### src/rtl/bus_arbiter_pkg.sv
// Shared bus constants, owner encodings and the active-low grant decode used by the arbiter.
package bus_arbiter_pkg;

  localparam int unsigned BUS_MASTER_CH = 4;
  localparam int unsigned BUS_OWNER_W   = 2;

  typedef logic [BUS_OWNER_W-1:0] bus_owner_t;

  localparam bus_owner_t BUS_OWNER_MASTER_0 = 2'd0;
  localparam bus_owner_t BUS_OWNER_MASTER_1 = 2'd1;
  localparam bus_owner_t BUS_OWNER_MASTER_2 = 2'd2;
  localparam bus_owner_t BUS_OWNER_MASTER_3 = 2'd3;

  localparam logic ENABLE_  = 1'b0;
  localparam logic DISABLE_ = 1'b1;

  // One-hot decode of the owner, inverted so that only the owner's grant is low.
  function automatic logic [BUS_MASTER_CH-1:0] grnt_decode(bus_owner_t owner);
    logic [BUS_MASTER_CH-1:0] g;
    g        = {BUS_MASTER_CH{DISABLE_}};
    g[owner] = ENABLE_;
    return g;
  endfunction

endpackage

### src/rtl/bus_arbiter_if.sv
// Request/grant bundle between the bus masters and the round-robin arbiter.
interface bus_arbiter_if;
  import bus_arbiter_pkg::*;

  logic       m0_req_;
  logic       m1_req_;
  logic       m2_req_;
  logic       m3_req_;
  logic       m0_grnt_;
  logic       m1_grnt_;
  logic       m2_grnt_;
  logic       m3_grnt_;
  bus_owner_t owner;

  modport slave (
    input  m0_req_, m1_req_, m2_req_, m3_req_,
    output m0_grnt_, m1_grnt_, m2_grnt_, m3_grnt_, owner
  );

  modport master (
    output m0_req_, m1_req_, m2_req_, m3_req_,
    input  m0_grnt_, m1_grnt_, m2_grnt_, m3_grnt_, owner
  );

endinterface

### src/rtl/bus_arb_rr_pick.sv
// Combinational round-robin search: first requester after the current owner, wrapping around.
module bus_arb_rr_pick
  import bus_arbiter_pkg::*;
(
  input  logic [BUS_MASTER_CH-1:0] req,
  input  bus_owner_t               owner,
  input  logic                     exclude_owner,
  output bus_owner_t               next_owner,
  output logic                     found
);

  bus_owner_t cand;

  always_comb begin
    next_owner = owner;
    found      = 1'b0;
    cand       = owner;
    // Walk farthest-first so the nearest requester after owner wins; offset 4 is owner itself.
    for (int unsigned i = BUS_MASTER_CH; i >= 1; i--) begin
      cand = owner + BUS_OWNER_W'(i);
      if (req[cand] && !(i == BUS_MASTER_CH && exclude_owner)) begin
        next_owner = cand;
        found      = 1'b1;
      end
    end
  end

endmodule

### src/rtl/bus_arbiter.sv
// Round-robin bus arbiter with parking on the last owner and optional forced rotation.
module bus_arbiter
  import bus_arbiter_pkg::*;
#(
  parameter int unsigned MAX_HOLD = 0,
  parameter int unsigned HOLD_W   = 5
) (
  input  logic          clk,
  input  logic          reset_,
  bus_arbiter_if.slave  bus
);

  localparam logic [HOLD_W-1:0] HoldLast = (MAX_HOLD == 0) ? '0 : HOLD_W'(MAX_HOLD - 1);

  logic [BUS_MASTER_CH-1:0] req;
  logic [BUS_MASTER_CH-1:0] grnt_q;
  bus_owner_t               owner_q, owner_d, pick_owner;
  logic [HOLD_W-1:0]        hold_q, hold_d;
  logic                     pick_found, owner_req, force_rot;

  // Internal request vector is active-high.
  assign req       = ~{bus.m3_req_, bus.m2_req_, bus.m1_req_, bus.m0_req_};
  assign owner_req = req[owner_q];

  // While the owner requests, only other masters count as candidates.
  bus_arb_rr_pick u_pick (
    .req           (req),
    .owner         (owner_q),
    .exclude_owner (owner_req),
    .next_owner    (pick_owner),
    .found         (pick_found)
  );

  assign force_rot = (MAX_HOLD != 0) && owner_req && (hold_q == HoldLast) && pick_found;

  always_comb begin
    owner_d = owner_q;
    hold_d  = hold_q;
    if (!owner_req || force_rot) begin
      hold_d = '0;
      if (pick_found) owner_d = pick_owner;
    end else if (hold_q != '1) begin
      hold_d = hold_q + HOLD_W'(1);
    end
  end

  always_ff @(posedge clk) begin
    if (!reset_) begin
      owner_q <= BUS_OWNER_MASTER_0;
      hold_q  <= '0;
      grnt_q  <= grnt_decode(BUS_OWNER_MASTER_0);
    end else begin
      owner_q <= owner_d;
      hold_q  <= hold_d;
      grnt_q  <= grnt_decode(owner_d);
    end
  end

  assign bus.m0_grnt_ = grnt_q[0];
  assign bus.m1_grnt_ = grnt_q[1];
  assign bus.m2_grnt_ = grnt_q[2];
  assign bus.m3_grnt_ = grnt_q[3];
  assign bus.owner    = owner_q;

endmodule

### src/flat_wrapper.sv
// flat-port wrapper written by rule: the top's interface ports become plain ports
module bus_arbiter_flat import bus_arbiter_pkg::*;
#(
  parameter int unsigned MAX_HOLD = 0,
  parameter int unsigned HOLD_W   = 5
)
  (clk, reset_, bus_m0_req_, bus_m1_req_, bus_m2_req_, bus_m3_req_, bus_m0_grnt_, bus_m1_grnt_, bus_m2_grnt_, bus_m3_grnt_, bus_owner);
  bus_arbiter_if bus_i ();
  input  logic clk;
  input  logic reset_;
  input wire logic [$bits(bus_i.m0_req_)-1:0] bus_m0_req_;
  input wire logic [$bits(bus_i.m1_req_)-1:0] bus_m1_req_;
  input wire logic [$bits(bus_i.m2_req_)-1:0] bus_m2_req_;
  input wire logic [$bits(bus_i.m3_req_)-1:0] bus_m3_req_;
  output wire logic [$bits(bus_i.m0_grnt_)-1:0] bus_m0_grnt_;
  output wire logic [$bits(bus_i.m1_grnt_)-1:0] bus_m1_grnt_;
  output wire logic [$bits(bus_i.m2_grnt_)-1:0] bus_m2_grnt_;
  output wire logic [$bits(bus_i.m3_grnt_)-1:0] bus_m3_grnt_;
  output wire logic [$bits(bus_i.owner)-1:0] bus_owner;
  assign bus_i.m0_req_ = bus_m0_req_;
  assign bus_i.m1_req_ = bus_m1_req_;
  assign bus_i.m2_req_ = bus_m2_req_;
  assign bus_i.m3_req_ = bus_m3_req_;
  assign bus_m0_grnt_ = bus_i.m0_grnt_;
  assign bus_m1_grnt_ = bus_i.m1_grnt_;
  assign bus_m2_grnt_ = bus_i.m2_grnt_;
  assign bus_m3_grnt_ = bus_i.m3_grnt_;
  assign bus_owner = bus_i.owner;
  bus_arbiter #(.MAX_HOLD(MAX_HOLD), .HOLD_W(HOLD_W)) u_core (.clk(clk), .reset_(reset_), .bus(bus_i));
endmodule
### config.mk
export PLATFORM = sky130hd
export DESIGN_NAME = bus_arbiter_flat
export DESIGN_NICKNAME = d
export VERILOG_FILES = /design/src/rtl/bus_arbiter_pkg.sv /design/src/rtl/bus_arbiter_if.sv /design/src/rtl/bus_arb_rr_pick.sv /design/src/rtl/bus_arbiter.sv /design/src/flat_wrapper.sv
export SDC_FILE = /design/constraint.sdc
export NUM_CORES = 1
export LEC_CHECK = 0
export BUFFER_PORTS_ARGS = -buffer_cell sky130_fd_sc_hd__buf_2
export CORE_AREA = 5 5 42 44
export DETAILED_ROUTE_END_ITERATION = 10
export DIE_AREA = 0 0 47 49
export SETUP_SLACK_MARGIN = 0.1
export SLEW_MARGIN = 0
export SYNTH_ARGS = -nofsm -noshare
export SYNTH_HDL_FRONTEND = slang
export SYNTH_SLANG_ARGS = --single-unit
### constraint.sdc
create_clock -name clk -period 1.1 [get_ports clk]
set_input_delay 0.165 -clock clk [delete_from_list [all_inputs] [get_ports clk]]
set_output_delay 0.165 -clock clk [all_outputs]
set_load 0.005 [all_outputs]
==> flow_summary.json <==
{
  "leakage_nw": 0.187,
  "overflow": 0,
  "ios": 12,
  "drt-initial-drc-count": 0,
  "path_cells": "and3_4 > nor4b_4 > nor3b_2 > or2_1",
  "drv_slew": 0,
  "power.density_mw_per_mm2": 1350,
  "p_total_uw": 593,
  "finalInstanceArea_um2": 440,
  "grt_pass1_vias": 300,
  "initial_core_util_pct": 19.0,
  "cts_tree": "built",
  "ant_nets": 0,
  "via_per_inst": 4.11,
  "post-route-drc-count": 0,
  "ys_ff_latch": 6,
  "hold_path.class": "in2reg",
  "critPathKind": "reg2reg",
  "rsz0062_at_grt": "yes",
  "coreArea_mm2": 0.00140,
  "combPwrFrac_pct": 22.2,
  "dr.pass1.iters": 1,
  "hold_buffers": 0,
  "start_kind": "flip-flop",
  "setup_ws_ns": -0.101,
  "power_switching_uw": 145,
  "drv_cap": 0,
  "cp_data_arrival_time_ns": 1.33,
  "h-tree-depth": 1,
  "port_buffers": 11,
  "antenna_found_initial": 0,
  "endpoint_kind": "flip-flop",
  "die_height_um": 49,
  "synthCells": 26,
  "p_sw_share_pct": 24.4,
  "dp_slack_ns": -0.120,
  "vdd_drop_max_mv": 0.564,
  "slowest_stage": "dfxtp_4",
  "root_buffer": "clkbuf_4",
  "dp_hpwl_um": 542,
  "num_rows": 14,
  "clkPwrFrac_pct": 35.8,
  "seq_power_share_pct": 41.9,
  "worst_clock_skew_ns": 0.00226,
  "clock_sinks": 6,
  "maxSlewHeadroom_pct": 82.8,
  "final_hold_viol_count": 0,
  "worst_pin_slew_ns": 0.257,
  "cp.required_ns": 1.23,
  "clk_latency_ns": 0.24,
  "cpPeakStageDelay_ns": 0.36,
  "violations": "negative setup slack",
  "nets": 54,
  "p_int_uw": 448,
  "path_clk_slew_ns": 0.05,
  "place_area_um2": 385,
  "grt_max_degree": 7,
  "fmax_ghz": 0.833,
  "crit_family": "simple AND/OR/NAND/NOR gates",
  "routabilityCongestion": 0.751,
  "die_area_mm2": 0.00230,
  "crit_fanout": 6,
  "ys_types": 14,
  "drive_above_1_share_pct": 63.8,
  "holdWs_ns": 0.298,
  "setup_viol": 5,
  "track_usage_pct": 7.19,
  "avgSynthCellArea_um2": 10.3,
  "critPathBufInv": 0,
  "status": "complete, but fails checks",
  "synth_seq_area_share_pct": 45.1,
  "die_width_um": 47,
  "drt-total-wl_um": 663,
  "fin_crit_ns": 1.20,
  "n_antenna_cell": 0,
  "synth_area_um2": 267,
  "syn2layout_area_growth_pct": 65.3,
  "period_share_pct": 109,
  "cts_buffer_depth": 2,
  "syn-num-nets": 32,
  "wl_per_cell_um": 10.5,
  "via_count": 259,
  "cts_made_buffers": 3,
  "grt_pass1_wl_mm": 1.20,
  "ys_warn_count": 0
}
-- cells by family after synthesis --
| kind of cell | synth area share [%] |
|---|---|
| flops | 45.1 |
| compound gates | 17.8 |
| simple gates | 37.1 |
-- area by class of cell --
type,count,area (µm²)
Fill cell,159,961
Multi-Input combinational cell,20,165
Sequential cell,6,125
Timing Repair Buffer,17,104
Clock buffer,4,26.3
Tap cell,16,20.0
-- tightest hold or removal path: stages --
cell	delay, ns
buf_2	0.11
o2111a_2	0.17
nand2_1	0.06
-- routing by layer --
| layer | track usage, % | wire (µm) | up-vias |
|---|---|---|---|
| met2 | 10.4 | 336 | 6 |
| met5 | 0 | 0 | - |
| met3 | 3.69 | 47 | 2 |
| met1 | 7.71 | 272 | 113 |
| li1 | - | - | 138 |
| met4 | 5.07 | 6 | 0 |
-- synthesized netlist by cell type --
cell      n  area, µm²
a21oi_1   1       5.00
dfxtp_1   6        120
o211ai_1  1       7.51
and3_4    1       11.3
or2_1     1       6.26
o2111a_1  1       11.3
o21ai_0   2       10.0
a31oi_1   1       6.26
nand2_1   3       11.3
nor3b_2   2       25.0
o21a_1    1       7.51
nor4b_4   1       23.8
nor2_1    4       15.0
nor2b_1   1       6.26
-- state kept, by name, summed over array words and instances (netlist names) --
register / cells
u_core.bus.owner: 2
u_core.grnt_q: 4
-- path summary, 6_finish.rpt --
path | startpoint | endpoint | slack [ns] | cells after the start
hold reg to reg | u_core.bus.owner[1] | u_core.grnt_q[2] | 0.68 | 3
setup reg to reg | u_core.bus.owner[1] | u_core.grnt_q[0] | -0.10 | 4
hold / removal | reset_ | u_core.grnt_q[3] | 0.30 | 3
setup / recovery | u_core.bus.owner[1] | u_core.grnt_q[0] | -0.10 | 4
-- placed cells by master (no fill, tap or decap), types with 2 or more instances in the layout --
cell type	instances
nor2_1	3
buf_2	11
clkbuf_4	3
nand2_1	2
buf_4	5
o21ai_0	2
dfxtp_1	4
-- per-stage QoR --
step / utilization (%) / instances / TNS, ns
after floorplan: - / 26 / -0.0456
after global placement: 27.5 / 57 / -0.204
after detailed placement: 27.5 / 57 / -0.300
after CTS: 30.4 / 63 / -0.370
after global routing: 31.4 / 63 / -0.778
final: 31.4 / 63 / -0.230
-- power groups by stage --
stage / clock network, mW / logic, mW / registers [mW]
global placement: 0 / 0.115 / 0.253
detailed placement: 0 / 0.116 / 0.253
global route: 0.235 / 0.147 / 0.251
finish: 0.212 / 0.132 / 0.249
CTS: 0.223 / 0.125 / 0.249
floorplan: 0 / 0.0540 / 0.255
-- timing repair --
action,in CTS,in global routing
pin swaps,3,2
endpoints found under the setup margin,6,6
buffers inserted,2,0
gates resized for setup,0,4
Note: power is estimated with default switching activity, not from simulation.
